--- src/rtl/mem_refill_unit_if.sv ---
// mem_refill_unit_if: single-word memory port between the refill unit and
// the backing data memory.
//   mem_req     unit -> mem  beat request (held until mem_ready)
//   mem_we      unit -> mem  1 = write beat, 0 = read beat
//   mem_address unit -> mem  word address of the beat
//   mem_wdata   unit -> mem  write beat data
//   mem_ready   mem -> unit  one-cycle beat completion
//   mem_rdata   mem -> unit  read data, valid while mem_ready is high
interface mem_refill_unit_if #(
  parameter int DATA_WIDTH    = 32,
  parameter int ADDRESS_WIDTH = 30
);
  logic                     mem_req;
  logic                     mem_we;
  logic [ADDRESS_WIDTH-1:0] mem_address;
  logic [DATA_WIDTH-1:0]    mem_wdata;
  logic                     mem_ready;
  logic [DATA_WIDTH-1:0]    mem_rdata;

  modport master (
    output mem_req, mem_we, mem_address, mem_wdata,
    input  mem_ready, mem_rdata
  );

  modport slave (
    input  mem_req, mem_we, mem_address, mem_wdata,
    output mem_ready, mem_rdata
  );
endinterface

--- src/rtl/mem_refill_unit.sv ---
// mem_refill_unit: refill engine and write-through buffer between the data
// cache and backing memory. Misses fetch 2**BLOCK_SIZE words one beat at a
// time; stores are queued in a circular FIFO and drained before any refill.
// Ports:
//   clk, rst            clock, synchronous active-high reset
//   miss_req/address    block miss request (level) and word address
//   refill_valid/data   one-cycle completion pulse and the fetched block
//   wr_req/address/data write-through store request
//   wbuf_full           buffer holds 2**WBUF_BITS entries
//   stall               pipeline freeze
//   mem                 memory beat port (master side)
module mem_refill_unit #(
  parameter int DATA_WIDTH    = 32,
  parameter int ADDRESS_WIDTH = 30,
  parameter int BLOCK_SIZE    = 1,
  parameter int WBUF_BITS     = 2
) (
  input  logic                                 clk,
  input  logic                                 rst,
  input  logic                                 miss_req,
  input  logic [ADDRESS_WIDTH-1:0]             miss_address,
  output logic                                 refill_valid,
  output logic [DATA_WIDTH*(2**BLOCK_SIZE)-1:0] refill_data,
  input  logic                                 wr_req,
  input  logic [ADDRESS_WIDTH-1:0]             wr_address,
  input  logic [DATA_WIDTH-1:0]                wr_data,
  output logic                                 wbuf_full,
  output logic                                 stall,
  mem_refill_unit_if.master                    mem
);
  localparam int WORDS  = 2**BLOCK_SIZE;
  localparam int DEPTH  = 2**WBUF_BITS;
  localparam int BEAT_W = (BLOCK_SIZE > 0) ? BLOCK_SIZE : 1;
  localparam logic [WBUF_BITS:0]     DEPTH_C    = (WBUF_BITS+1)'(DEPTH);
  localparam logic [BEAT_W-1:0]      LAST_BEAT  = BEAT_W'(WORDS-1);
  localparam logic [ADDRESS_WIDTH-1:0] BLOCK_MASK = ADDRESS_WIDTH'(WORDS-1);

  typedef enum logic [1:0] {
    IDLE  = 2'd0,
    WRITE = 2'd1,
    READ  = 2'd2,
    DONE  = 2'd3
  } state_t;

  state_t                     state_r;
  state_t                     state_next_s;
  logic                       push_s;
  logic                       pop_s;
  logic                       start_read_s;
  logic                       beat_done_s;
  logic                       last_beat_s;
  logic [WBUF_BITS-1:0]       head_r;
  logic [WBUF_BITS-1:0]       tail_r;
  logic [WBUF_BITS:0]         count_r;
  logic [ADDRESS_WIDTH-1:0]   wbuf_addr_r [DEPTH];
  logic [DATA_WIDTH-1:0]      wbuf_data_r [DEPTH];
  logic [BEAT_W-1:0]          beat_r;
  logic                       mem_req_r;
  logic                       mem_we_r;
  logic [ADDRESS_WIDTH-1:0]   mem_address_r;
  logic [DATA_WIDTH-1:0]      mem_wdata_r;
  logic [DATA_WIDTH*WORDS-1:0] refill_data_r;
  logic                       refill_valid_r;
  logic                       wbuf_full_s;

  // Occupancy is sampled at the start of the cycle, so a same-cycle pop
  // never makes room for a push into a full buffer.
  assign push_s      = wr_req && (count_r < DEPTH_C);
  assign wbuf_full_s = (count_r == DEPTH_C);
  assign beat_done_s = mem_req_r && mem.mem_ready;
  assign last_beat_s = (beat_r == LAST_BEAT);

  // State register.
  always_ff @(posedge clk) begin
    if (rst) begin
      state_r <= IDLE;
    end else begin
      state_r <= state_next_s;
    end
  end

  // Next-state logic and FIFO/refill control strobes.
  always_comb begin
    state_next_s = state_r;
    pop_s        = 1'b0;
    start_read_s = 1'b0;
    case (state_r)
      IDLE: begin
        // Pending stores always drain first so a refill never reads stale data;
        // a store arriving alongside the miss also defers the refill.
        if (count_r != {(WBUF_BITS+1){1'b0}}) begin
          pop_s        = 1'b1;
          state_next_s = WRITE;
        end else if (miss_req && !push_s) begin
          start_read_s = 1'b1;
          state_next_s = READ;
        end else begin
          state_next_s = IDLE;
        end
      end
      WRITE: begin
        if (beat_done_s) begin
          state_next_s = IDLE;
        end else begin
          state_next_s = WRITE;
        end
      end
      READ: begin
        if (beat_done_s && last_beat_s) begin
          state_next_s = DONE;
        end else begin
          state_next_s = READ;
        end
      end
      DONE: begin
        state_next_s = IDLE;
      end
      default: begin
        state_next_s = IDLE;
      end
    endcase
  end

  // Write-buffer pointers and occupancy.
  always_ff @(posedge clk) begin
    if (rst) begin
      head_r  <= {WBUF_BITS{1'b0}};
      tail_r  <= {WBUF_BITS{1'b0}};
      count_r <= {(WBUF_BITS+1){1'b0}};
    end else begin
      if (push_s) begin
        tail_r <= tail_r + WBUF_BITS'(1);
      end
      if (pop_s) begin
        head_r <= head_r + WBUF_BITS'(1);
      end
      case ({push_s, pop_s})
        2'b10:   count_r <= count_r + (WBUF_BITS+1)'(1);
        2'b01:   count_r <= count_r - (WBUF_BITS+1)'(1);
        default: count_r <= count_r;
      endcase
    end
  end

  // Write-buffer storage; contents are don't-care until pushed.
  always_ff @(posedge clk) begin
    if (push_s) begin
      wbuf_addr_r[tail_r] <= wr_address;
      wbuf_data_r[tail_r] <= wr_data;
    end
  end

  // Registered memory port, beat sequencing and refill block assembly.
  always_ff @(posedge clk) begin
    if (rst) begin
      mem_req_r      <= 1'b0;
      mem_we_r       <= 1'b0;
      mem_address_r  <= {ADDRESS_WIDTH{1'b0}};
      mem_wdata_r    <= {DATA_WIDTH{1'b0}};
      beat_r         <= {BEAT_W{1'b0}};
      refill_data_r  <= {(DATA_WIDTH*WORDS){1'b0}};
      refill_valid_r <= 1'b0;
    end else begin
      mem_req_r      <= (state_next_s == WRITE) || (state_next_s == READ);
      mem_we_r       <= (state_next_s == WRITE);
      refill_valid_r <= (state_next_s == DONE);
      if (pop_s) begin
        mem_address_r <= wbuf_addr_r[head_r];
        mem_wdata_r   <= wbuf_data_r[head_r];
      end else if (start_read_s) begin
        // Block base has a zero offset, so beat increments never reach the tag.
        mem_address_r <= miss_address & ~BLOCK_MASK;
        beat_r        <= {BEAT_W{1'b0}};
      end else if ((state_r == READ) && beat_done_s && !last_beat_s) begin
        mem_address_r <= mem_address_r + ADDRESS_WIDTH'(1);
        beat_r        <= beat_r + BEAT_W'(1);
      end
      if ((state_r == READ) && beat_done_s) begin
        for (int i = 0; i < WORDS; i++) begin
          if (beat_r == BEAT_W'(i)) begin
            refill_data_r[i*DATA_WIDTH +: DATA_WIDTH] <= mem.mem_rdata;
          end
        end
      end
    end
  end

  assign mem.mem_req     = mem_req_r;
  assign mem.mem_we      = mem_we_r;
  assign mem.mem_address = mem_address_r;
  assign mem.mem_wdata   = mem_wdata_r;
  assign refill_valid    = refill_valid_r;
  assign refill_data     = refill_data_r;
  assign wbuf_full       = wbuf_full_s;
  assign stall           = rst ? 1'b0 : ((miss_req & ~refill_valid_r) | (wr_req & wbuf_full_s));
endmodule

--- src/flat_wrapper.sv ---
// flat-port wrapper written by rule: the top's interface ports become plain ports
module mem_refill_unit_flat 
#(
  parameter int DATA_WIDTH    = 32,
  parameter int ADDRESS_WIDTH = 30,
  parameter int BLOCK_SIZE    = 1,
  parameter int WBUF_BITS     = 2
)
  (clk, rst, miss_req, miss_address, refill_valid, refill_data, wr_req, wr_address, wr_data, wbuf_full, stall, mem_mem_req, mem_mem_we, mem_mem_address, mem_mem_wdata, mem_mem_ready, mem_mem_rdata);
  mem_refill_unit_if #(.DATA_WIDTH(DATA_WIDTH), .ADDRESS_WIDTH(ADDRESS_WIDTH)) mem_i ();
  input  logic clk;
  input  logic rst;
  input  logic miss_req;
  input  logic [ADDRESS_WIDTH-1:0] miss_address;
  output logic refill_valid;
  output logic [DATA_WIDTH*(2**BLOCK_SIZE)-1:0] refill_data;
  input  logic wr_req;
  input  logic [ADDRESS_WIDTH-1:0] wr_address;
  input  logic [DATA_WIDTH-1:0] wr_data;
  output logic wbuf_full;
  output logic stall;
  output wire logic [$bits(mem_i.mem_req)-1:0] mem_mem_req;
  output wire logic [$bits(mem_i.mem_we)-1:0] mem_mem_we;
  output wire logic [$bits(mem_i.mem_address)-1:0] mem_mem_address;
  output wire logic [$bits(mem_i.mem_wdata)-1:0] mem_mem_wdata;
  input wire logic [$bits(mem_i.mem_ready)-1:0] mem_mem_ready;
  input wire logic [$bits(mem_i.mem_rdata)-1:0] mem_mem_rdata;
  assign mem_mem_req = mem_i.mem_req;
  assign mem_mem_we = mem_i.mem_we;
  assign mem_mem_address = mem_i.mem_address;
  assign mem_mem_wdata = mem_i.mem_wdata;
  assign mem_i.mem_ready = mem_mem_ready;
  assign mem_i.mem_rdata = mem_mem_rdata;
  mem_refill_unit #(.DATA_WIDTH(DATA_WIDTH), .ADDRESS_WIDTH(ADDRESS_WIDTH), .BLOCK_SIZE(BLOCK_SIZE), .WBUF_BITS(WBUF_BITS)) u_core (.clk(clk), .rst(rst), .miss_req(miss_req), .miss_address(miss_address), .refill_valid(refill_valid), .refill_data(refill_data), .wr_req(wr_req), .wr_address(wr_address), .wr_data(wr_data), .wbuf_full(wbuf_full), .stall(stall), .mem(mem_i));
endmodule
--- config.mk ---
export PLATFORM = sky130hd
export DESIGN_NAME = mem_refill_unit_flat
export DESIGN_NICKNAME = d
export VERILOG_FILES = /design/src/rtl/mem_refill_unit_if.sv /design/src/rtl/mem_refill_unit.sv /design/src/flat_wrapper.sv
export SDC_FILE = /design/constraint.sdc
export NUM_CORES = 1
export LEC_CHECK = 0
export ABC_AREA = 1
export BUFFER_PORTS_ARGS = -buffer_cell sky130_fd_sc_hd__buf_4
export CAP_MARGIN = 20
export CORE_UTILIZATION = 55
export CTS_CLUSTER_DIAMETER = 80
export DETAILED_ROUTE_END_ITERATION = 7
export PLACE_DENSITY = 0.76
export SYNTH_ARGS = -nofsm -noshare
export SYNTH_HDL_FRONTEND = slang
export SYNTH_SLANG_ARGS = --single-unit
export TNS_END_PERCENT = 100
--- constraint.sdc ---
create_clock -name clk -period 12 [get_ports clk]
set_clock_uncertainty 0.05 [all_clocks]
set_input_delay 1.2 -clock clk [delete_from_list [all_inputs] [get_ports clk]]
set_output_delay 1.2 -clock clk [all_outputs]
set_load 0.01 [all_outputs]
-- Word-level counts from Yosys, hierarchy flattened
Memories as Yosys holds them, arrays and structs flattened. A register that Yosys moved wholly into a read port is not among the register bits.
Cells that the tools add are included.
- input bits: 129
- logic and storage cells: 73
- memories: 2
- memory bits (writable): 248
- register bits: 107
- output and inout bits: 131
- memories (memory ; depth ; width ; rd ports ; clocked after memory_dff ; wr ports ; RTL line ; source):
    u_core.wbuf_data_r ; 4 ; 32 ; 1 ; 1 ; 1 ; mem_refill_unit.sv:56 ; logic [DATA_WIDTH-1:0] wbuf_data_r [DEPTH];
    u_core.wbuf_addr_r ; 4 ; 30 ; 1 ; 1 ; 1 ; mem_refill_unit.sv:55 ; logic [ADDRESS_WIDTH-1:0] wbuf_addr_r [DEPTH];
- equal/unequal tests: 9
- $lt $le $gt $ge: 1
- add/sub/neg operators: 6
- bitwise logic cells: 6
- muxes and demuxes: 21
- reductions and logical operators: 17
- operator list (operator ; count):
    30-bit 2-to-1 mux ; 3
    30-bit by 1-bit adder with 30-bit output, second input constant ; 1
    1-bit 2-to-1 mux ; 12
    2-bit == test, second input constant ; 5
    2-bit 2-to-1 mux ; 4
    2-bit one-hot mux with 4 select lines ; 1
    2-bit by 1-bit == test with 1-bit output, second input constant ; 3
    1-bit logical AND ; 6
    3-bit one-hot mux with 2 select lines ; 1
    2-bit AND reduction ; 3
    3-bit nonzero test ; 2
    2-bit by 1-bit adder with 2-bit output, second input constant ; 2
    2-bit nonzero test ; 2
    3-bit by 1-bit adder with 3-bit output, second input constant ; 1
    3-bit == test, second input constant ; 1
    3-bit less-than comparator, second input constant ; 1
    1-bit inverter ; 3
    3-bit by 1-bit subtractor with 3-bit output, second input constant ; 1
    1-bit bitwise AND ; 2
    1-bit logical NOT ; 2
    2-bit logical NOT ; 1
    1-bit adder, second input constant ; 1
    1-bit logical OR ; 1
    1-bit OR ; 1

-- Depth between registers and ports, before layout
Gate-level depths: netlist of the first run.
- word-level depth: 9
- depth in mapped cells: 13
- mapped depth without buffers: 11

-- Worst setup path after synthesis of the first run
No wires, ideal clock.
- kind: input-to-reg
- start point: input port wr_req
- end point: memory u_core.wbuf_addr_r[0][0] (enable)
- library setup time: 482 ps
- cell stages on the path: 4
- setup slack: 7355 ps
- path buffers: 0
- arrival: 4113 ps
- data required time: 11468 ps
- cell sequence: inv_1 > nor2_1 > clkinv_1 > nor2_1
- word-level cells in the longest chain between the ends: 3
- ends and longest elaborated chain (element ; RTL line ; source):
    from (decl) ; flat_wrapper.sv:17 ; input logic wr_req;
    1-bit logical AND ; mem_refill_unit.sv:68 ; assign push_s = wr_req && (count_r < DEPTH_C);
    1-bit 2-to-1 mux ; mem_refill_unit.sv:147 ; if (push_s) begin
    1-bit 2-to-1 mux (implied by the code) ; mem_refill_unit.sv:148 ; wbuf_addr_r[tail_r] <= wr_address;
    to (decl) ; mem_refill_unit.sv:55 ;
Every way passes these cells.

-- Worst setup path in the final report of the first run
- start point: input port rst
- end point: output port stall
- word-level cells in the longest chain between the ends: 1
- ends and longest elaborated chain (element ; RTL line ; source):
    from (decl) ; flat_wrapper.sv:12 ; input logic rst;
    1-bit 2-to-1 mux ; mem_refill_unit.sv:195 ; assign stall = rst ? 1'b0 : ((miss_req & ~refill_valid_r) | (wr_req & wbuf_full_s));
    to (decl) ; flat_wrapper.sv:21 ; output logic stall;
Every way passes these cells.

==> metrics, run 1 <==
outcome complete, no violations; # setup viols final 0; # fillers 2,129; number of flops mapped to enable cells by yosys 248; Syn Area/Cell 9.719 µm²; clk_lat worst skew 0.53 ns; wire per inst 17.13 µm; pin count of the biggest net entering global routing 98; fin util 68.76%; initial antenna violation count 3; Post-CTS Setup Inserts 0; Placer Congestion 0.9597; WP buf/inv 2; die footprint 29,240 µm²; slowest stage cell on the critical path buf_4; share of cells above drive strength 1 19.87%; worst-path fanout max 68; Port Buffers 258; # H-tree levels 2; Hold Buf Count CTS 0; Crit path max-delay family buffers and inverters; Max VDD drop 0.1539 mV; iteration count of the initial detailed-routing pass 8; Routed Antenna Nets 0; CP Class input pin to primary output; Final Slew Violations 0; achievable clock frequency 295.9 MHz; worst-path cell chain buf_4, a21oi_1, buf_4; initial core utilization 56.23%; total track usage 26.09%; worst-margin pin slew 1.074 ns; DP Wirelength 23.65 mm; Post-Syn Nets 1,754; Synth async-reset ratio 0%; Initial DRC Count 1,029; chip height 171.0 µm; library cells used by synthesis 32; Overflow after GRT 0; Post-CTS Resized 0; final net count 1,980; Core ar. 27,930 µm²; CTS tree done; Pwr per Cell Area 218.2 nW/µm²; Setup TNS 0 ns; min-delay worst type flop to flop; area grow syn2layout 22.29%; worst path required time 10.75 ns; vias in the first global route 11,220; final hold viol count 0; CTS Buf Count 39; fin crit share 28.17%; Clock Tree Root clkbuf_16; CP startpoint kind input pin; Pleak 0.007524 µW; Clock Pin Slew Worst Setup and Hold Paths 0.06 ns; synthesized flop and latch total 389; Rows 61; routed vias 12,080; fin crit period 3.380 ns; crit-path most repeated cell buf_4; Seq/Total Area, Yosys 65.39%; mean number of vias per cell 5.360; CTS Buffer Depth 3; IO Pins 260; clk sinks 389; mapped cell area 15,710 µm²; max_cap viols 0; drt total wl 38.58 mm; Post-synth top flop edfxtp_1; global-route wire length before repair 58.39 mm; chip width 171.0 µm; RSZ-0062 raised after global routing no; Critical Path End Type primary output; DRC viols 0; WP data arrival 2.13 ns; Max stage delay on crit path 0.61 ns; YS warnings 0; Relative slew margins 28.29%; Synth Instances 1,616
[worst paths after layout]
| check | depth (start not counted) | startpoint | slack (ns) | endpoint |
|---|---|---|---|---|
| max | 3 | rst | 8.62 | stall |
| min | 2 | u_core.refill_data[12]$_SDFFE_PP0P_ | 0.42 | u_core.refill_data[12]$_SDFFE_PP0P_ |
| max reg2reg | 11 | u_core.state_r[0]$_SDFF_PP0_ | 9.03 | u_core.count_r[2]$_SDFFE_PP0P_ |
| min reg2reg | 2 | u_core.refill_data[12]$_SDFFE_PP0P_ | 0.42 | u_core.refill_data[12]$_SDFFE_PP0P_ |
[through the flow]
stage	hold WS [ns]	power, µW	setup slack [ns]	area [µm²]	instances
3_5_place_dp	0.4077	2975	8.385	17880	2179
5_1_grt	0.4382	4424	8.537	19210	2253
3_3_place_gp	0.4020	2940	8.432	17880	2179
6_report	0.4152	4190	8.620	19210	2253
4_1_cts	0.4171	4208	8.637	19200	2250
2_1_floorplan	0.4159	2537	7.355	15710	1616
[report_power, final]
group / switching [µW] / internal (µW)
Combinational: 769 / 404
Sequential: 137 / 1650
Clock: 504 / 730
Total: 1410 / 2780
[Yosys cell counts (3+ instances only)]
master	n	share of area [%]
nand2_1	317	7.6
nor2_1	269	6.4
edfxtp_1	248	47
o21ai_0	184	5.9
dfxtp_1	141	18
nand3_1	125	4.0
inv_1	84	2.0
a21oi_1	68	2.2
clkbuf_1	54	1.3
a31oi_1	35	1.4
buf_2	24	0.76
inv_2	11	0.26
ha_1	8	0.64
buf_1	6	0.14
o21ai_2	5	0.28
clkinv_1	4	0.096
xnor2_1	4	0.22
xor2_1	4	0.22
nor2_2	3	0.12
or2_2	3	0.12
[cell usage in the layout, fill, tap and decap left out, drive strengths merged]
master,instances
o22ai,2
or2,4
nor3,3
a31oi,35
o21ai,191
xnor2,4
dfxtp,141
nand4,2
buf,273
ha,8
edfxtp,248
inv,98
a21oi,68
clkbuf,52
xor2,4
clkinvlp,6
nand2,319
nand3,127
nor2,272
diode,3
bufinv,4
clkinv,10
fa,1
[cell families (layout without fill, tap and decap cells)]
group,Yosys count,after routing,synth area share [%]
AND/OR/NAND/NOR,727,727,18.75
flip-flops,389,389,65.39
AO/OA/AOI/OAI,296,296,9.846
buffers and inverters,187,443,4.804
adder cells (fa/ha/maj),9,9,0.7648
XOR/XNOR,8,8,0.4461
other,0,3,0
[area by class of cell]
type	count	area, µm²	share of cell area [%]
Antenna cell	3	7.507	0.03909
Clock inverter	19	232.7	1.212
Multi-Input combinational cell	1040	4715	24.55
Tap cell	378	473.0	2.462
Timing Repair Buffer	273	2049	10.67
Inverter	99	371.6	1.935
Sequential cell	389	10270	53.48
Clock buffer	52	1086	5.654
[sequential cells by signal, summed over array words and instances (netlist names), named ones only]
signal	flops
u_core.count_r	3
u_core.wbuf_data_r	128
u_core.state_r	2
u_core.refill_data	64
u_core.wbuf_addr_r	120
u_core.mem.mem_req	1
u_core.head_r	2
u_core.tail_r	2
u_core.mem.mem_we	1
u_core.refill_valid	1
u_core.mem.mem_address	30
u_core.mem.mem_wdata	32
u_core.beat_r	1
[layer usage]
layer / global-route usage [%] / wire length, µm
met5: 0 / 0
met4: 8.579 / 660
met3: 5.667 / 3464
met2: 44.77 / 18790
met1: 32.74 / 15670
[worst register-to-register path, cell delays in order (launching register included)]
cell     delay, ns
dfxtp_1       0.35
nor2_1        0.18
nand2_1       0.21
inv_2         0.08
buf_4         0.77
ha_1          0.29
inv_1         0.07
fa_1          0.37
a21oi_1       0.15
o21ai_0       0.11
o21ai_0       0.15
a21oi_1       0.06
Note: power is estimated with default switching activity, not from simulation.
==> run 2, diff against run 1 <==
--- a/config.mk
+++ b/config.mk
@@ -8,10 +8,10 @@
 export ABC_AREA = 1
 export BUFFER_PORTS_ARGS = -buffer_cell sky130_fd_sc_hd__buf_4
 export CAP_MARGIN = 20
-export CORE_UTILIZATION = 55
+export CORE_UTILIZATION = 51
 export CTS_CLUSTER_DIAMETER = 80
 export DETAILED_ROUTE_END_ITERATION = 7
-export PLACE_DENSITY = 0.76
+export PLACE_DENSITY = 0.74
 export SYNTH_ARGS = -nofsm -noshare
 export SYNTH_HDL_FRONTEND = slang
 export SYNTH_SLANG_ARGS = --single-unit
==> constraint.sdc (replaced) <==
create_clock -name clk -period 2.8 [get_ports clk]
set_clock_uncertainty 0.05 [all_clocks]
set_input_delay 0.28 -clock clk [delete_from_list [all_inputs] [get_ports clk]]
set_output_delay 0.28 -clock clk [all_outputs]
set_load 0.01 [all_outputs]
==> run 2 against run 1 <==
Effect of this change:
- worst setup slack lost 8.0 ns
- total power grew to 4.3 times the previous value
- critical endpoint is now u_core.mem.mem_address[2]$_SDFFE_PP0P_
- wire length grew 7.4%
- cell count grew 5.2%
- combinational power grew to 4.5 times the previous value
- largest power group unchanged
- global-route usage is essentially flat
- worst hold slack lost 0.37 ns
- largest cell class unchanged
- clock power grew to 4.2 times the previous value
- via count grew 4.6%
- non-clock buffer count grew 103
==> metrics, run 2 (synthesized netlist as in run 1, its figures left out) <==
Core ar. 29,950 µm² (was 27,930 µm²); initial core utilization 52.44% (was 56.23%); fin crit period 2.194 ns; Hold Buf Count CTS 94 (was 0); die footprint 31,500 µm² (was 29,240 µm²); worst-path fanout max 26 (was 68); achievable clock frequency 455.8 MHz; chip height 177.5 µm (was 171.0 µm); Routed Antenna Nets 0 (unchanged); CTS Buf Count 40 (was 39); Cells after DPL 2,200 (was 2,179); WP data arrival 2.60 ns (was 2.13 ns); Biggest register u_core.wbuf_data_r (unchanged); slowest stage cell on the critical path nor2_2 (was buf_4); min-delay worst type input pin to flop (was flop to flop); multi-input logic area 4715 µm² (unchanged); Placer Congestion 0.8906 (was 0.9597); CP startpoint kind flop (was input pin); Port Buffers 258 (unchanged); final hold viol count 0 (unchanged); # H-tree levels 2 (unchanged); chip width 177.5 µm (was 171.0 µm); # setup viols final 0 (unchanged); most common cell after layout, fill and taps aside nand2_1 (unchanged); number of flip-flops under the largest register name 128 (unchanged); clk_lat worst skew 0.53 ns (about the same); # fillers 2,236 (was 2,129); routed vias 12,640 (was 12,080); Post-CTS Resized 0 (unchanged); DRC viols 0 (unchanged); Overflow after GRT 0 (unchanged); worst-margin pin slew 0.7304 ns (was 1.074 ns); mean number of vias per cell 5.332 (was 5.360); iteration count of the initial detailed-routing pass 5 (was 8); fin util 67.54% (was 68.76%); Pleak 0.007966 µW (was 0.007524 µW); highest-count cells in the layout ignoring fill and taps nand2_1 (317), buf_4 (278), nor2_1 (264) (was nand2_1 (317), buf_4 (273), nor2_1 (264)); Relative slew margins 51.31% (was 28.29%); Clock Tree Root clkbuf_16 (unchanged); Setup TNS 0 ns (unchanged); final net count 2,084 (was 1,980); pin count of the biggest net entering global routing 97 (was 98); total power 18,070 µW (was 4190 µW); post-route setup slack 0.6060 ns (was 8.620 ns); crit-path most repeated cell nand2_1 (was buf_4); total track usage 26.07% (was 26.09%); CTS Buffer Depth 3 (unchanged); outcome complete, no violations (unchanged); CTS tree done (unchanged); worst-path cell chain nand2_1, nor3_4, nand2_2, nand2_2, nor2_2, nand2_1, nand2_1, inv_1, a21oi_1 (was buf_4, a21oi_1, buf_4); Setup WS pre-CTS 0.5306 ns (was 8.385 ns); Final Slew Violations 0 (unchanged); Critical Path End Type flop (was primary output); Rows 63 (was 61); Pwr per Cell Area 893.2 nW/µm² (was 218.2 nW/µm²); Finished Layout Cells 2,370 (was 2,253); area grow syn2layout 28.81% (was 22.29%); sequential cell area 10,270 µm² (unchanged); clk sinks 389 (unchanged); fin crit share 78.36%; worst path required time 3.20 ns (was 10.75 ns); initial antenna violation count 4 (was 3); global-route wire length before repair 63.89 mm (was 58.39 mm); drt total wl 41.42 mm (was 38.58 mm); IO Pins 260 (unchanged); DP Wirelength 24.66 mm (was 23.65 mm); Post-CTS Setup Inserts 0 (unchanged); max_cap viols 0 (unchanged); share of cells above drive strength 1 18.82% (was 19.87%); CP Class flop to flop (was input pin to primary output); wire per inst 17.48 µm (was 17.13 µm); Clock Pin Slew Worst Setup and Hold Paths 0.06 ns (about the same); Max stage delay on crit path 0.55 ns (was 0.61 ns); RSZ-0062 raised after global routing no (unchanged); vias in the first global route 12,320 (was 11,220); Max VDD drop 0.7638 mV (was 0.1539 mV); Initial DRC Count 967 (was 1,029)
==> run 2: worst max-delay path, delay by kind of cell, from the launching register on <==
kind / cells / cell delay [ns]
DFF: 1 / 0.31
and+or+nand+nor: 7 / 1.60
buffers and inverters: 1 / 0.04
AOI/OAI and AO/OA: 1 / 0.12
==> run 2: report_power, final <==
group / switching (µW) / leakage (µW) / total, µW / internal (µW)
Sequential: 610 / 0.00342 / 7660 / 7050
Clock: 2140 / 0.000623 / 5150 / 3010
Combinational: 3390 / 0.00392 / 5270 / 1880
Total: 6140 / 0.00797 / 18100 / 11900
==> run 2: area by class of cell <==
type | count | share of cell area [%]
Timing Repair Buffer | 376 | 15.36
Tap cell | 390 | 2.412
Antenna cell | 3 | 0.03711
Multi-Input combinational cell | 1040 | 23.30
Inverter | 99 | 1.837
Sequential cell | 389 | 50.77
Clock buffer | 56 | 5.603
Clock inverter | 17 | 0.6741
==> run 2: final timing paths <==
| check | start | endpoint | slack [ns] | cells after the start |
|---|---|---|---|---|
| max | u_core.mem.mem_req$_SDFF_PP0_ | u_core.mem.mem_address[2]$_SDFFE_PP0P_ | 0.61 | 9 |
| min | rst | u_core.refill_valid$_SDFF_PP0_ | 0.05 | 2 |
| max reg2reg | u_core.mem.mem_req$_SDFF_PP0_ | u_core.mem.mem_address[2]$_SDFFE_PP0P_ | 0.61 | 9 |
| min reg2reg | u_core.refill_data[10]$_SDFFE_PP0P_ | u_core.refill_data[10]$_SDFFE_PP0P_ | 0.42 | 2 |
==> run 2: metal layers <==
layer / track usage, % / wire length, µm
met1: 32.72 / 16860
met2: 44.19 / 20080
met3: 5.977 / 3517
met4: 9.010 / 951
met5: 0 / 12
==> run 2: metrics by stage <==
stage	cell area, µm²	hold slack, ns
2_1_floorplan	15710	0.3289
3_3_place_gp	18010	0.4027
3_5_place_dp	18010	0.4057
4_1_cts	20220	0.03356
5_1_grt	20230	0.05127
6_report	20230	0.04548
